===== config.mk =====
export PLATFORM = sky130hd
export DESIGN_NAME = sc_scaled_add_ctrl
export DESIGN_NICKNAME = d
export VERILOG_FILES = /design/src/rtl/sc_scaled_add_ctrl.sv
export SDC_FILE = /design/constraint.sdc
export NUM_CORES = 1
export LEC_CHECK = 0
export CAP_MARGIN = 20
export CORE_ASPECT_RATIO = 1.5
export CORE_MARGIN = 1.5
export CORE_UTILIZATION = 49
export DETAILED_ROUTE_END_ITERATION = 8
export PLACE_DENSITY_LB_ADDON = 0.25
export SYNTH_ARGS = -nofsm -noshare
export SYNTH_HDL_FRONTEND = slang
export SYNTH_SLANG_ARGS = --single-unit

===== constraint.sdc =====
create_clock -name clk -period 1.9 [get_ports clk]
set_input_delay 0.285 -clock clk [delete_from_list [all_inputs] [get_ports clk]]
set_output_delay 0.285 -clock clk [all_outputs]
set_load 0.05 [all_outputs]

===== src/rtl/sc_scaled_add_ctrl.sv =====
// Sequencer for a stochastic scaled adder: generates a/b/sel bitstreams for 2^W cycles
// from latched binary operands and counts ones in the adder's returned stream.
`timescale 1ns/1ps
module sc_scaled_add_ctrl #(
  parameter int unsigned     W         = 8,
  parameter logic [W-1:0]    LFSR_TAPS = 8'hB8,
  parameter logic [W-1:0]    LFSR_SEED = 8'h01
) (
  input  logic         clk,
  input  logic         rst,
  input  logic         start,
  input  logic [W-1:0] op_a,
  input  logic [W-1:0] op_b,
  input  logic [W-1:0] sel_weight,
  output logic         a_bit,
  output logic         b_bit,
  output logic         sel_bit,
  output logic         stream_valid,
  input  logic         res_bit,
  output logic         busy,
  output logic         done,
  output logic [W-1:0] result
);

  typedef enum logic [1:0] {StIdle, StRun, StDrain, StDone} state_e;

  state_e       state_q, state_d;
  logic [W-1:0] idx_q, idx_d;
  logic [W-1:0] lfsr_q, lfsr_d;
  logic [W-1:0] ones_q, ones_d;
  logic [W-1:0] opa_q, opb_q, selw_q;
  logic         latch_en;
  logic [W-1:0] idx_rev;

  // Bit-reversed index gives a low-discrepancy sequence shared by a and b.
  always_comb begin
    for (int i = 0; i < int'(W); i++) begin
      idx_rev[i] = idx_q[int'(W) - 1 - i];
    end
  end

  always_comb begin
    state_d      = state_q;
    idx_d        = idx_q;
    lfsr_d       = lfsr_q;
    ones_d       = ones_q;
    latch_en     = 1'b0;
    a_bit        = 1'b0;
    b_bit        = 1'b0;
    sel_bit      = 1'b0;
    stream_valid = 1'b0;
    done         = 1'b0;
    unique case (state_q)
      StIdle: begin
        if (start) begin
          state_d  = StRun;
          idx_d    = '0;
          lfsr_d   = LFSR_SEED;
          ones_d   = '0;
          latch_en = 1'b1;
        end
      end
      StRun: begin
        a_bit        = (idx_rev < opa_q);
        b_bit        = (idx_rev < opb_q);
        sel_bit      = (lfsr_q <= selw_q);
        stream_valid = 1'b1;
        lfsr_d       = {lfsr_q[W-2:0], ^(lfsr_q & LFSR_TAPS)};
        idx_d        = idx_q + W'(1);
        // Adder output lags its inputs by one cycle, so nothing valid to count at k=0.
        if (idx_q != '0) ones_d = ones_q + W'(res_bit);
        if (idx_q == '1) state_d = StDrain;
      end
      StDrain: begin
        ones_d  = ones_q + W'(res_bit);
        state_d = StDone;
      end
      StDone: begin
        done    = 1'b1;
        state_d = StIdle;
      end
    endcase
  end

  always_ff @(posedge clk or posedge rst) begin
    if (rst) begin
      state_q <= StIdle;
      idx_q   <= '0;
      lfsr_q  <= LFSR_SEED;
      ones_q  <= '0;
      opa_q   <= '0;
      opb_q   <= '0;
      selw_q  <= '0;
    end else begin
      state_q <= state_d;
      idx_q   <= idx_d;
      lfsr_q  <= lfsr_d;
      ones_q  <= ones_d;
      if (latch_en) begin
        opa_q  <= op_a;
        opb_q  <= op_b;
        selw_q <= sel_weight;
      end
    end
  end

  assign busy   = (state_q != StIdle);
  // Ones counter is cleared only on an accepted start, so it holds the result until then.
  assign result = ones_q;

endmodule


==> flow_metrics.tcl <==
set metrics [dict create \
    mostFrequentLayoutCells "46 x dfrtp_1, 35 x buf_4, 31 x clkdlybuf4s50_1" \
    drv_slew 0 \
    cp_max_fo 3 \
    crit_type "reg2out" \
    maxCapViolations 0 \
    fin_skew_ps 7.91 \
    clkSlewWorstSetupHoldPaths_ps 90 \
    netlist_area_sq_mm 0.00292 \
    r2r_end "result[5]" \
    num-nets-final 414 \
    cp-start-kind "flip-flop" \
    outcome "complete, but fails checks" \
    hp-class "in2async" \
    start_util_pct 50.5 \
    power.switching_mw 0.784 \
    critical_path.top_delay_family "flip-flops" \
    first_pass_iters 6 \
    finalHoldViolations 0 \
    core_area_sq_mm 0.00579 \
    vias 2321 \
    num_rows 34 \
    period_minus_slack_ps 2160 \
    area_growth_pct 39.1 \
    synth_area_leaders "dfrtp_1 42%, ha_1 13%, mux2_2 10%, inv_1 4.1%, nand3_1 2.9%" \
    drtIter0Drc 77 \
    synth_area_per_cell_sq_um 10.4 \
    clk-insertion-delay-late_ps 310 \
    ys_ff_latch 50 \
    cp_num_buf_inv 1 \
    p_seq_share_pct 48.0 \
    first_global_vias 2384 \
    drive_above_1_share_pct 32.5 \
    cp.arrival_ps 1880 \
    peakVddDrop_mv 0.712 \
    swShare_pct 30.9 \
    tightest_slew_ps 499 \
    power_mw 2.54 \
    antenna_cells_inserted 0 \
    syn-instance-count 282 \
    synth_top_area_share_pct 41.9 \
    dieArea_sq_mm 0.00645 \
    die_h_um 97.6 \
    cpMaxStageDelayCell "dfrtp_1" \
    path_cells "ha_1, nor4_1, nor2_1, a221oi_4, buf_12" \
    track_usage_pct 20.6 \
    cts_buffers 5 \
    syn_nets 340 \
    port_buffers 41 \
    fmax_ghz 0.463 \
    slowest_delay_ps 420 \
    seq_area_frac_synth_pct 42.8 \
    period_share_pct 114 \
    synth_cell_types 41 \
    p_int_mw 1.75 \
    leakage_nw 1.84 \
    drtAntennaViolNets 0 \
    clock_sinks 50 \
    r2r_cells 7 \
    place_area_sq_mm 0.00371 \
    fin_hold_ws_ps 340 \
    pwr-share-comb_pct 22.3 \
    vias_per_cell 5.41 \
    overflow 0 \
    wire_per_inst_um 14.9 \
    max_slew_margin_pct 66.6 \
    fin_ws_ps -260 \
    finalWirelength_mm 6.40 \
    yosysTopAreaCell "dfrtp_1" \
    hpwlAfterDp_mm 4.38 \
    tritoncts "yes" \
    die_w_um 66.1 \
    final_area_sq_mm 0.00407 \
    powerDensity_mw_per_mm2 624 \
    gp_congestion 0.772 \
    grt_setup_unrepaired "yes" \
    cts_max_path_buffers 2 \
    cp_data_required_time_ps 1620 \
    reg2reg_from "idx_q[1]" \
    violations "setup timing" \
    setup_viol 3 \
    dpl_worst_slack_ps -254 \
    grt_pass1_wl_mm 10.4 \
    final_common_cell "dfrtp_1" \
    setup.worst_path.end_class "output pin" \
    root_buffer "clkbuf_8" \
    drc 0 \
    antenna_found_initial 0 \
    reg2reg_slack_ps 0 \
    holdBufCountCts 0 \
    cts_max_level 2 \
    pin_count 42 \
    p_clk_share_pct 29.7 \
    grt_max_degree 51 \
    ys.warnings.count 0 \
]
-- per-layer routing --
layer | routed length [um] | global-route usage, % | vias up
met4 | 79 | 6.44 | 0
li1 | - | - | 1149
met1 | 2620 | 22.7 | 1129
met2 | 3530 | 38.5 | 36
met3 | 165 | 3.71 | 7
met5 | 0 | 0 | -
-- power groups by stage --
stage               Clock, mW  Sequential (mW)  Combinational (mW)
floorplan                   0             1.43               0.130
global placement            0             1.24               0.561
finish                  0.753             1.22               0.567
detailed placement          0             1.24               0.572
CTS                     0.777             1.22               0.574
global route            0.819             1.23               0.606
-- cells by family (layout without fill, tap and decap cells) --
family | Yosys count | after routing | synth area share, %
AO/OA/AOI/OAI | 42 | 42 | 9.80
XOR/XNOR | 5 | 5 | 1.50
adder cells (fa/ha/maj) | 30 | 30 | 12.8
buffers and inverters | 43 | 118 | 6.16
flip-flops | 50 | 50 | 42.8
multiplexers | 32 | 32 | 12.1
AND/OR/NAND/NOR | 80 | 80 | 14.8
-- repair_timing --
| action | 4_1_cts | 5_1_grt |
|---|---|---|
| setup buffers | 6 | 5 |
| endpoints found under the setup margin | 7 | 11 |
| pin swaps | 6 | 11 |
| gates resized for setup | 13 | 23 |
| hold endpoints to repair | 0 | 0 |
-- worst max-delay path by stage --
stage	startpoint	end	slack [ps]	cells past startpoint
floorplan	idx_q[3]	a_bit	-2	5
global placement	res_bit	result[6]	-220	7
detailed placement	res_bit	result[6]	-250	7
CTS	idx_q[3]	a_bit	-270	5
global route	idx_q[3]	a_bit	-380	6
finish	idx_q[2]	a_bit	-260	5
-- registers in the layout, summed over array words and instances, names as in the netlist --
name     cells
idx_q        8
lfsr_q       8
opa_q        8
opb_q        8
result       8
selw_q       8
state_q      2
-- Yosys cell counts, drive strengths merged --
cell     n
dfrtp   49
inv     32
ha      30
mux2    27
nand2   18
nand3   17
o21ai   12
nor2    11
a21oi    8
nand2b   7
a22o     6
clkbuf   6
buf      5
mux2i    5
nand4    5
nor4     5
or4b     4
a32oi    3
nor3     3
xnor2    3
a221oi   2
a22oi    2
nor2b    2
o211ai   2
o21a     2
or3      2
xor2     2
a221o    1
a311o    1
and2     1
and3     1
and4     1
dfstp    1
nand3b   1
nor4b    1
o22ai    1
o311a    1
o32ai    1
or2      1
-- layout make-up --
type                            instances  area (sq um)
Timing Repair Buffer                   78           768
Fill cell                             465          1720
Inverter                               32           123
Multi-Input combinational cell        189          1720
Clock buffer                            6          72.6
Sequential cell                        50          1260
Tap cell                               72          90.1
Clock inverter                          2          37.5
-- worst reg2reg max path, stage by stage (launching register included) --
cell and delay [ps]:
dfrtp_1 420, buf_6 130, inv_4 30, ha_4 140, nor4b_4 120, a311o_2 380, or4b_4 540, nand3_2 80
-- through the flow --
stage          utilization (%)  instances  TNS [ps]
6_report                  70.3        429      -714
5_1_grt                   70.3        429     -1100
4_1_cts                   67.5        424      -721
3_5_place_dp              64.1        410      -424
3_3_place_gp              64.1        410      -278
2_1_floorplan                -        282     -3.47
Power figures use the tool's default switching activity.
